--- config.mk ---
export PLATFORM = sky130hd
export DESIGN_NAME = bus_arbiter_flat
export DESIGN_NICKNAME = d
export VERILOG_FILES = /design/src/rtl/bus_arbiter_if.sv /design/src/rtl/bus_arbiter.sv /design/src/flat_wrapper.sv
export SDC_FILE = /design/constraint.sdc
export NUM_CORES = 1
export LEC_CHECK = 0
export ABC_AREA = 1
export CORE_AREA = 2 2 120 122
export DETAILED_ROUTE_END_ITERATION = 12
export DIE_AREA = 0 0 122 124
export GPL_ROUTABILITY_DRIVEN = 1
export PLACE_DENSITY_LB_ADDON = 0.08
export SYNTH_ARGS = -nofsm -noshare
export SYNTH_HDL_FRONTEND = slang
export SYNTH_SLANG_ARGS = --single-unit
--- constraint.sdc ---
create_clock -name clk -period 17.05 [get_ports clk]
set_input_delay 3.41 -clock clk [delete_from_list [all_inputs] [get_ports clk]]
set_output_delay 3.41 -clock clk [all_outputs]
set_load 0.01 [all_outputs]
--- src/rtl/bus_arbiter_if.sv ---
// Two-master request/grant bus plus the single-transaction device bridge.
// The arbiter attaches through the slave modport; masters and bridge use master.
interface bus_arbiter_if;
  logic        m0_req;
  logic [31:0] m0_addr;
  logic [31:0] m0_wd;
  logic [3:0]  m0_we;
  logic        m0_gnt;
  logic [31:0] m0_rd;
  logic        m0_valid;

  logic        m1_req;
  logic [31:0] m1_addr;
  logic [31:0] m1_wd;
  logic [3:0]  m1_we;
  logic        m1_gnt;
  logic [31:0] m1_rd;
  logic        m1_valid;

  logic [31:0] PrAddr;
  logic [31:0] PrWD;
  logic [3:0]  PrWE;
  logic [31:0] PrRD;

  modport slave (
    input  m0_req, m0_addr, m0_wd, m0_we,
    input  m1_req, m1_addr, m1_wd, m1_we,
    input  PrRD,
    output m0_gnt, m0_rd, m0_valid,
    output m1_gnt, m1_rd, m1_valid,
    output PrAddr, PrWD, PrWE
  );

  modport master (
    output m0_req, m0_addr, m0_wd, m0_we,
    output m1_req, m1_addr, m1_wd, m1_we,
    output PrRD,
    input  m0_gnt, m0_rd, m0_valid,
    input  m1_gnt, m1_rd, m1_valid,
    input  PrAddr, PrWD, PrWE
  );
endinterface

--- src/rtl/bus_arbiter.sv ---
// Fixed-priority two-master arbiter with M1 starvation guard and a
// two-stage issue/return pipeline towards the device bridge.
module bus_arbiter #(
  parameter int STARVE_MAX = 4
) (
  input  logic          clk,
  input  logic          reset,
  bus_arbiter_if.slave  bus
);

  typedef enum logic {
    ARB,
    FORCE1
  } state_e;

  localparam logic [2:0] SMAX = 3'(STARVE_MAX);

  state_e      state_q, state_d;
  logic [2:0]  starve_q, starve_d;

  logic        iss_vld_q, iss_vld_d;
  logic        iss_id_q, iss_id_d;
  logic [31:0] iss_addr_q, iss_addr_d;
  logic [31:0] iss_wd_q, iss_wd_d;
  logic [3:0]  iss_we_q, iss_we_d;

  logic        m0_valid_q, m0_valid_d;
  logic        m1_valid_q, m1_valid_d;
  logic [31:0] m0_rd_q, m0_rd_d;
  logic [31:0] m1_rd_q, m1_rd_d;

  logic        m0_gnt;
  logic        m1_gnt;
  logic [31:0] ret_data;

  always_comb begin
    m0_gnt = 1'b0;
    m1_gnt = 1'b0;
    if (!reset) begin
      unique case (state_q)
        ARB: begin
          m0_gnt = bus.m0_req;
          m1_gnt = bus.m1_req & ~bus.m0_req;
        end
        FORCE1: begin
          m1_gnt = bus.m1_req;
          m0_gnt = bus.m0_req & ~bus.m1_req;
        end
        default: begin
          m0_gnt = 1'b0;
          m1_gnt = 1'b0;
        end
      endcase
    end
  end

  always_comb begin
    starve_d = starve_q;
    if (!bus.m1_req || m1_gnt) begin
      starve_d = 3'd0;
    end else if (starve_q != 3'd7) begin
      starve_d = starve_q + 3'd1;
    end

    state_d = state_q;
    unique case (state_q)
      ARB: begin
        if (starve_d != 3'd0 && starve_d >= SMAX) begin
          state_d = FORCE1;
        end
      end
      FORCE1: begin
        // M1 withdrawing also ends the forced window
        if (m1_gnt || !bus.m1_req) begin
          state_d = ARB;
        end
      end
      default: state_d = ARB;
    endcase
  end

  always_comb begin
    iss_vld_d  = m0_gnt | m1_gnt;
    iss_id_d   = m1_gnt;
    iss_addr_d = 32'd0;
    iss_wd_d   = 32'd0;
    iss_we_d   = 4'd0;
    unique case (1'b1)
      m1_gnt: begin
        iss_addr_d = bus.m1_addr;
        iss_wd_d   = bus.m1_wd;
        iss_we_d   = bus.m1_we;
      end
      m0_gnt: begin
        iss_addr_d = bus.m0_addr;
        iss_wd_d   = bus.m0_wd;
        iss_we_d   = bus.m0_we;
      end
      default: begin
        iss_addr_d = 32'd0;
        iss_wd_d   = 32'd0;
        iss_we_d   = 4'd0;
      end
    endcase
  end

  always_comb begin
    ret_data   = (iss_we_q == 4'd0) ? bus.PrRD : 32'd0;
    m0_valid_d = iss_vld_q & ~iss_id_q;
    m1_valid_d = iss_vld_q & iss_id_q;
    m0_rd_d    = m0_valid_d ? ret_data : m0_rd_q;
    m1_rd_d    = m1_valid_d ? ret_data : m1_rd_q;
  end

  always_ff @(posedge clk or posedge reset) begin
    if (reset) begin
      state_q    <= ARB;
      starve_q   <= 3'd0;
      iss_vld_q  <= 1'b0;
      iss_id_q   <= 1'b0;
      iss_addr_q <= 32'd0;
      iss_wd_q   <= 32'd0;
      iss_we_q   <= 4'd0;
      m0_valid_q <= 1'b0;
      m1_valid_q <= 1'b0;
      m0_rd_q    <= 32'd0;
      m1_rd_q    <= 32'd0;
    end else begin
      state_q    <= state_d;
      starve_q   <= starve_d;
      iss_vld_q  <= iss_vld_d;
      iss_id_q   <= iss_id_d;
      iss_addr_q <= iss_addr_d;
      iss_wd_q   <= iss_wd_d;
      iss_we_q   <= iss_we_d;
      m0_valid_q <= m0_valid_d;
      m1_valid_q <= m1_valid_d;
      m0_rd_q    <= m0_rd_d;
      m1_rd_q    <= m1_rd_d;
    end
  end

  // Issue fields are zeroed when idle, so the bridge sees 0 with no gating
  assign bus.PrAddr   = iss_addr_q;
  assign bus.PrWD     = iss_wd_q;
  assign bus.PrWE     = iss_we_q;
  assign bus.m0_gnt   = m0_gnt;
  assign bus.m1_gnt   = m1_gnt;
  assign bus.m0_valid = m0_valid_q;
  assign bus.m1_valid = m1_valid_q;
  assign bus.m0_rd    = m0_rd_q;
  assign bus.m1_rd    = m1_rd_q;

endmodule

--- src/flat_wrapper.sv ---
// flat-port wrapper written by rule: the top's interface ports become plain ports
module bus_arbiter_flat 
#(
  parameter int STARVE_MAX = 4
)
  (clk, reset, bus_m0_req, bus_m0_addr, bus_m0_wd, bus_m0_we, bus_m1_req, bus_m1_addr, bus_m1_wd, bus_m1_we, bus_PrRD, bus_m0_gnt, bus_m0_rd, bus_m0_valid, bus_m1_gnt, bus_m1_rd, bus_m1_valid, bus_PrAddr, bus_PrWD, bus_PrWE);
  bus_arbiter_if bus_i ();
  input  logic clk;
  input  logic reset;
  input wire logic [$bits(bus_i.m0_req)-1:0] bus_m0_req;
  input wire logic [$bits(bus_i.m0_addr)-1:0] bus_m0_addr;
  input wire logic [$bits(bus_i.m0_wd)-1:0] bus_m0_wd;
  input wire logic [$bits(bus_i.m0_we)-1:0] bus_m0_we;
  input wire logic [$bits(bus_i.m1_req)-1:0] bus_m1_req;
  input wire logic [$bits(bus_i.m1_addr)-1:0] bus_m1_addr;
  input wire logic [$bits(bus_i.m1_wd)-1:0] bus_m1_wd;
  input wire logic [$bits(bus_i.m1_we)-1:0] bus_m1_we;
  input wire logic [$bits(bus_i.PrRD)-1:0] bus_PrRD;
  output wire logic [$bits(bus_i.m0_gnt)-1:0] bus_m0_gnt;
  output wire logic [$bits(bus_i.m0_rd)-1:0] bus_m0_rd;
  output wire logic [$bits(bus_i.m0_valid)-1:0] bus_m0_valid;
  output wire logic [$bits(bus_i.m1_gnt)-1:0] bus_m1_gnt;
  output wire logic [$bits(bus_i.m1_rd)-1:0] bus_m1_rd;
  output wire logic [$bits(bus_i.m1_valid)-1:0] bus_m1_valid;
  output wire logic [$bits(bus_i.PrAddr)-1:0] bus_PrAddr;
  output wire logic [$bits(bus_i.PrWD)-1:0] bus_PrWD;
  output wire logic [$bits(bus_i.PrWE)-1:0] bus_PrWE;
  assign bus_i.m0_req = bus_m0_req;
  assign bus_i.m0_addr = bus_m0_addr;
  assign bus_i.m0_wd = bus_m0_wd;
  assign bus_i.m0_we = bus_m0_we;
  assign bus_i.m1_req = bus_m1_req;
  assign bus_i.m1_addr = bus_m1_addr;
  assign bus_i.m1_wd = bus_m1_wd;
  assign bus_i.m1_we = bus_m1_we;
  assign bus_i.PrRD = bus_PrRD;
  assign bus_m0_gnt = bus_i.m0_gnt;
  assign bus_m0_rd = bus_i.m0_rd;
  assign bus_m0_valid = bus_i.m0_valid;
  assign bus_m1_gnt = bus_i.m1_gnt;
  assign bus_m1_rd = bus_i.m1_rd;
  assign bus_m1_valid = bus_i.m1_valid;
  assign bus_PrAddr = bus_i.PrAddr;
  assign bus_PrWD = bus_i.PrWD;
  assign bus_PrWE = bus_i.PrWE;
  bus_arbiter #(.STARVE_MAX(STARVE_MAX)) u_core (.clk(clk), .reset(reset), .bus(bus_i));
endmodule
Yosys cells after proc, flatten, opt, wreduce, memory -nomap -nowiden

Index checks and enable logic that the tools add are counted.
W data, S select, Z words.

Bits in registers: 140
Bits in latches: 0
RAM bits: 0
Bits in read-only memories: 0
Input bits: 172
Output and inout bits: 136
Memories: 0

Add/subtract/negate cells: 1
Multipliers: 0
Divide/modulo/power cells: 0
Magnitude comparators: 1
Equality and inequality tests: 1
Shifts and indexed selects: 0
Muxes and demuxes: 13
Bitwise logic cells: 9
Reduce and logical (&&, ||, !) cells: 5

Operator list:

| kind                  | number |
|---|---|
| $pmux W32 S2          | 2 |
| $mux W32              | 1 |
| $pmux W4 S2           | 1 |
| $mux W3               | 2 |
| $pmux W1 S2           | 3 |
| $and A1 B1 Y1         | 4 |
| $logic_not A4 Y1      | 1 |
| $mux W1               | 4 |
| $not A1 Y1            | 4 |
| $add A3 B1 Y3 const B | 1 |
| $ge A3 B3 Y1 const B  | 1 |
| $ne A3 B3 Y1 const B  | 1 |
| $reduce_bool A3 Y1    | 1 |
| $logic_and A1 B1 Y1   | 1 |
| $logic_not A1 Y1      | 1 |
| $logic_or A1 B1 Y1    | 1 |
| $or A1 B1 Y1          | 1 |

Longest topological paths before layout

Gate-level depths: netlist of run 1.

Depth after elaboration: 10
Depth in mapped cells: 7
Gate-level depth less buffers: 6

Worst setup path before layout of run 1

No wires, ideal clock.

Kind: input to output
Start point: in reset
End point: out bus_m0_gnt
Data arrival time: 6966 ps
Path slack: 6674 ps
Stages: 4
Path buffers: 1
Cell sequence: inv_1 nand3_2 inv_2 buf_2

Word-level cells in the longest chain between the ends: 1

RTL lines:

| element            | line               | RTL |
|---|---|---|
| start: declaration | flat_wrapper.sv:9  | `input logic reset;` |
| $mux W1            | bus_arbiter.sv:39  | `if (!reset) begin` |
| end: declaration   | flat_wrapper.sv:19 | `output wire logic [$bits(bus_i.m0_gnt)-1:0] bus_m0_gnt;` |

Every way passes these cells.

Worst setup path in the final report of run 1

Ends and elaborated chain as after synthesis.

==> reports/qor.yml, run 1 <==
p_leak_nw: 4.53
dp_cells: 1065
drtAntennaViolNets: 0
synth_most_common_cell: "nand2_1"
die_y_um: 124
slew_violations: 0
numCtsBuffers: 17
drt_iter0_drc: 372
endpoint_kind: "output pin"
area.growth.synth_to_final_pct: 66.5
boundaryPins: 308
antenna_cells: 0
p_int_mw: 0.773
ir_worst_vdd_mv: 0.0578
synth-main-ff-cell: "dfrtp_1"
hold_viol_final: 0
syn_area_um2: 5650
status: "complete, no violations"
crit_required_ps: 13640
cts_max_level: 4
syn_inst: 615
coreArea_um2: 13700
final-setup-viol-count: 0
grt_overflow: 0
seq_area_um2: 3500
fillers: 1064
portBuffers: 307
fin_ws_ps: 7790
post-route-period-util_pct: 54.3
post-route-min-period_ps: 9260
die_area_um2: 15100
async_flop_share_pct: 100
cts_resized: 0
synth_common_cells: "nand2_1, dfrtp_1, nand3_1"
crit_type: "in2out"
postLayoutCoreUtil_pct: 68.6
worst-endpoint-arrival_ps: 5850
via_per_inst: 4.98
power_switching_mw: 0.275
fin_tns_setup_ps: 0
rsz0062_at_grt: "no"
fmax_mhz: 108
dr.pass1.iters: 7
drive_gt1_share_pct: 5.45
synth_edf_count: 0
yosys.area.top_type: "dfrtp_1"
switching_share_pct: 26.2
gp_congestion: 0.869
skew_ps: 5.61
vias: 5462
tritoncts: "built"
track_usage_pct: 23.9
worst_slew_pin_slew_ps: 952
synth_top_area_share_pct: 62.0
dieWidth_um: 122
post-place-ws_ps: 7740
relSlewSlack_pct: 36.6
fin_nets: 1077
p_comb_share_pct: 23.7
insertion_delay_ps: 420
wl_mm: 18.2
antenna_found_initial: 0
stdcell_count: 1097
yosys-top-cells-area: "dfrtp_1, nand2_1, nand4_1"
dp_hpwl_mm: 12.7
grt_pass1_vias: 5368
cts.sinks: 140
hold_class: "reg2reg"
grt_pass1_wl_mm: 27.3
grt_max_degree: 79
yosysWarningCount: 0
postCtsHoldBufs: 0
cts_buffer_depth: 2
seq_power_share_pct: 38.8
clock_tree.root_cell: "clkbuf_16"
clockPowerShare_pct: 37.5
synth-seq-area-share_pct: 62.0
initial_core_util_pct: 41.2
synth-seq-cells: 140
ys_types: 18
postSynthNetCount: 788
multi_input_area_um2: 1870
start_kind: "primary input"
postCtsSetupBuffers: 0
cap_violations: 0
remaining_drc_errors: 0
wl_per_cell_um: 16.6
path_max_fanout: 69
avgSynthCellArea_um2: 9.19
clk_pin_slew_ps: 60
power_density_nw_per_um2: 111
rows: 43
## power by group through the flow
stage	combinational, mW	clock (mW)	sequential, mW
2_1_floorplan	0.0691	0	0.432
3_3_place_gp	0.246	0	0.409
3_5_place_dp	0.249	0	0.411
4_1_cts	0.251	0.400	0.406
5_1_grt	0.269	0.412	0.411
6_report	0.249	0.393	0.406
## per-stage QoR
step | power (mW) | cell area (um^2) | hold slack (ps)
after detailed placement | 0.660 | 8770 | 468
after CTS | 1.06 | 9410 | 483
final | 1.05 | 9410 | 482
after floorplan | 0.501 | 5650 | 513
after global routing | 1.09 | 9410 | 499
after global placement | 0.656 | 8770 | 463
## worst max-delay path, stage by stage
cell	delay (ps)
clkdlybuf4s50_1	520
inv_6	480
nand3_2	150
inv_2	70
buf_4	530
clkdlybuf4s50_1	660
## cell usage in the layout (no fill, tap or decap)
cell,instances
nand3_2,1
bufinv_16,4
inv_6,2
inv_2,4
nand4_1,64
buf_4,8
nand2_1,274
nor2_4,3
clkinvlp_4,2
clkinv_2,4
ha_1,1
nand3_1,69
clkdlybuf4s50_1,307
dfrtp_1,140
nor2_2,1
nor2_1,5
clkbuf_16,17
inv_1,4
nand3b_1,1
clkbuf_1,1
clkbuf_8,3
nor3_1,1
nand2_2,1
## kinds of logic after synthesis
family	synth area share (%)
simple gates	32.9
buf+inv	4.85
fa+ha+maj	0.221
flops	62.0
## per-layer routing
layer | track usage, % | share of wire (%) | vias to the layer above
met5 | 0 | 0 | -
met4 | 13.0 | 4.0 | 0
met3 | 8.06 | 9.0 | 49
met2 | 40.5 | 51 | 254
met1 | 26.7 | 36 | 2554
li1 | - | - | 2605
## state kept, by name, indices dropped and copies added (netlist names)
| signal | cells |
|---|---|
| u_core.bus.PrAddr | 32 |
| u_core.bus.PrWD | 32 |
| u_core.bus.PrWE | 4 |
| u_core.bus.m0_rd | 32 |
| u_core.bus.m0_valid | 1 |
| u_core.bus.m1_rd | 32 |
| u_core.bus.m1_valid | 1 |
| u_core.iss_id_q | 1 |
| u_core.iss_vld_q | 1 |
| u_core.starve_q | 3 |
| u_core.state_q | 1 |
## worst paths after layout
check | startpoint | slack, ps | to | cells past startpoint
worst max-delay path | reset | 7790 | bus_m0_gnt | 6
worst min-delay path | u_core.bus.m1_rd[6] | 480 | u_core.bus.m1_rd[6] | 2
max in group asynchronous | reset | 12140 | u_core.bus.PrWD[29] | 3
min in group asynchronous | reset | 3540 | u_core.bus.PrAddr[16] | 2
worst min register to register | u_core.bus.m1_rd[6] | 480 | u_core.bus.m1_rd[6] | 2
worst max register to register | u_core.iss_id_q | 15520 | u_core.bus.m1_rd[24] | 5
## final cells by class
cell class	count	area share, %
Clock inverter	11	1.74
Inverter	9	0.412
Clock buffer	21	5.00
Timing Repair Buffer	315	33.3
Multi-Input combinational cell	421	19.9
Tap cell	180	2.39
Sequential cell	140	37.2
Power figures use the tool's default switching activity.
==> run 2, diff against run 1 <==
- CORE_AREA: 2 2 120 122 -> default
- CORE_UTILIZATION: default -> 35
- DIE_AREA: 0 0 122 124 -> default
- clock period: 17.05 -> 7.75 ns (I/O delays scaled with it)
==> reports/qor.yml, run 2 (same netlist as run 1, synthesis figures left out) <==
fin_tns_setup_ps: 0  # unchanged
postCtsSetupBuffers: 0  # unchanged
clk_pin_slew_ps: 50  # was 60 ps
wl_mm: 17.9  # was 18.2 mm
grt_max_degree: 80  # was 79
endpoint_kind: "output pin"  # unchanged
rows: 46  # was 43
boundaryPins: 308  # unchanged
coreArea_um2: 15800  # was 13700 um^2
vias: 5345  # was 5462
status: "complete, no violations"  # unchanged
p_leak_nw: 4.53  # about the same
antenna_cells: 0  # unchanged
numCtsBuffers: 17  # unchanged
grt_pass1_wl_mm: 27.7  # was 27.3 mm
post-route-period-util_pct: 64.8
dieWidth_um: 129  # was 122 um
dr.pass1.iters: 5  # was 7
crit_required_ps: 6200  # was 13640 ps
final_common_cell: "clkdlybuf4s50_1"  # unchanged
hold_viol_final: 0  # unchanged
track_usage_pct: 21.8  # was 23.9%
grt.met1_usage_pct: 26.1  # was 26.7%
grt_overflow: 0  # unchanged
area.growth.synth_to_final_pct: 67.0  # was 66.5%
crit_type: "in2out"  # unchanged
cts_buffer_depth: 2  # unchanged
cap_violations: 0  # unchanged
p_total_mw: 2.29  # was 1.05 mW
clock_tree.root_cell: "clkbuf_16"  # unchanged
start_kind: "primary input"  # unchanged
cts_resized: 0  # unchanged
drt_iter0_drc: 307  # was 372
portBuffers: 307  # unchanged
skew_ps: 8.87  # was 5.61 ps
worst_slew_pin_slew_ps: 803  # was 952 ps
via_per_inst: 4.72  # was 4.98
die_area_um2: 16700  # was 15100 um^2
die_y_um: 129  # was 124 um
stdcell_count: 1133  # was 1097
post-route-min-period_ps: 5020
dp_hpwl_mm: 12.6  # was 12.7 mm
final-setup-viol-count: 0  # unchanged
grt_pass1_vias: 5258  # was 5368
power_density_nw_per_um2: 242  # was 111 nW/um^2
fillers: 1346  # was 1064
cp_top_family: "buffers and inverters"  # unchanged
cts_max_level: 4  # unchanged
tritoncts: "built"  # unchanged
slew_violations: 0  # unchanged
wl_per_cell_um: 15.8  # was 16.6 um
ir_worst_vdd_mv: 0.153  # was 0.0578 mV
antenna_found_initial: 0  # unchanged
critPathMaxStageDelay_ps: 550  # was 660 ps
fmax_mhz: 199
drive_gt1_share_pct: 5.02  # was 5.45%
rsz0062_at_grt: "no"  # unchanged
hold_class: "reg2reg"  # unchanged
grtUsageMet3_pct: 7.39  # was 8.06%
relSlewSlack_pct: 46.4  # was 36.6%
worst-endpoint-arrival_ps: 3470  # was 5850 ps
postCtsHoldBufs: 0  # unchanged
path_max_fanout: 79  # was 69
drtAntennaViolNets: 0  # unchanged
fin_nets: 1077  # unchanged
insertion_delay_ps: 410  # was 420 ps
remaining_drc_errors: 0  # unchanged
final_cell_mix: "clkdlybuf4s50_1, nand2_1, dfrtp_1"  # unchanged
hold_ws_ps: 478  # was 482 ps
crit_chain: "clkdlybuf4s50_1 -> inv_6 -> nand3_2 -> inv_2 -> clkdlybuf4s50_1"  # was clkdlybuf4s50_1 -> inv_6 -> nand3_2 -> inv_2 -> buf_4 -> clkdlybuf4s50_1
cts.sinks: 140  # unchanged
met2_usage_pct: 36.9  # was 40.5%
gp_congestion: 0.799  # was 0.869
slowest_stage: "clkdlybuf4s50_1"  # unchanged
dp_cells: 1101  # was 1065
initial_core_util_pct: 35.7  # was 41.2%
crit_buf_inv: 4  # was 5
busiest_layer: "met2"  # unchanged
path_common_cell: "clkdlybuf4s50_1"  # unchanged
run 2: changes by cell type in the layout (fill, tap and decap cells not counted):
| cell | delta |
|---|---|
| clkinvlp_4 | -2 |
| inv_6 | -1 |
| clkinv_2 | -1 |
| clkbuf_1 | +4 |
run 2: final timing paths:
check	start	end	slack, ps	depth (start not counted)
max reg2reg	u_core.iss_id_q	u_core.bus.m0_rd[6]	6160	5
min in group asynchronous	reset	u_core.bus.PrWD[11]	1710	2
min reg2reg	u_core.bus.m1_rd[5]	u_core.bus.m1_rd[5]	480	2
max	reset	bus_m0_gnt	2730	5
min	u_core.bus.m1_rd[5]	u_core.bus.m1_rd[5]	480	2
max in group asynchronous	reset	u_core.bus.m0_rd[5]	4730	3
run 2: power breakdown:
part           internal (mW)  total [mW]  switching, mW
Sequential             0.837       0.891         0.0540
Combinational          0.301       0.546          0.245
Clock                  0.563       0.850          0.287
run 2: routing by layer:
metal	up-vias	wire length, um
met5	-	0
met4	0	301
met3	21	1520
met2	225	9020
met1	2499	7060
li1	2600	-
run 2: area by class of cell:
cell class                 count  area [um^2]  area share, %
inverter                       9         38.8          0.411
clock inverter                 7          135           1.43
clock buffer                  25          485           5.14
timing repair buffer         315         3130           33.2
tap                          216          270           2.86
sequential                   140         3500           37.1
multi-input combinational    421         1870           19.9
run 2: worst register-to-register path: cells and delay by family (launching register included):
family | cells | cell delay [ps]
buffers and inverters | 2 | 750
DFF | 1 | 380
and+or+nand+nor | 3 | 340
run 2: per-stage QoR:
stage / setup slack, ps / cell area, um^2 / util [%]
global placement: 2690 / 8820 / 55.7
CTS: 2660 / 9440 / 59.6
floorplan: 1090 / 5650 / -
finish: 2730 / 9440 / 59.6
detailed placement: 2660 / 8820 / 55.7
global route: 2530 / 9440 / 59.6
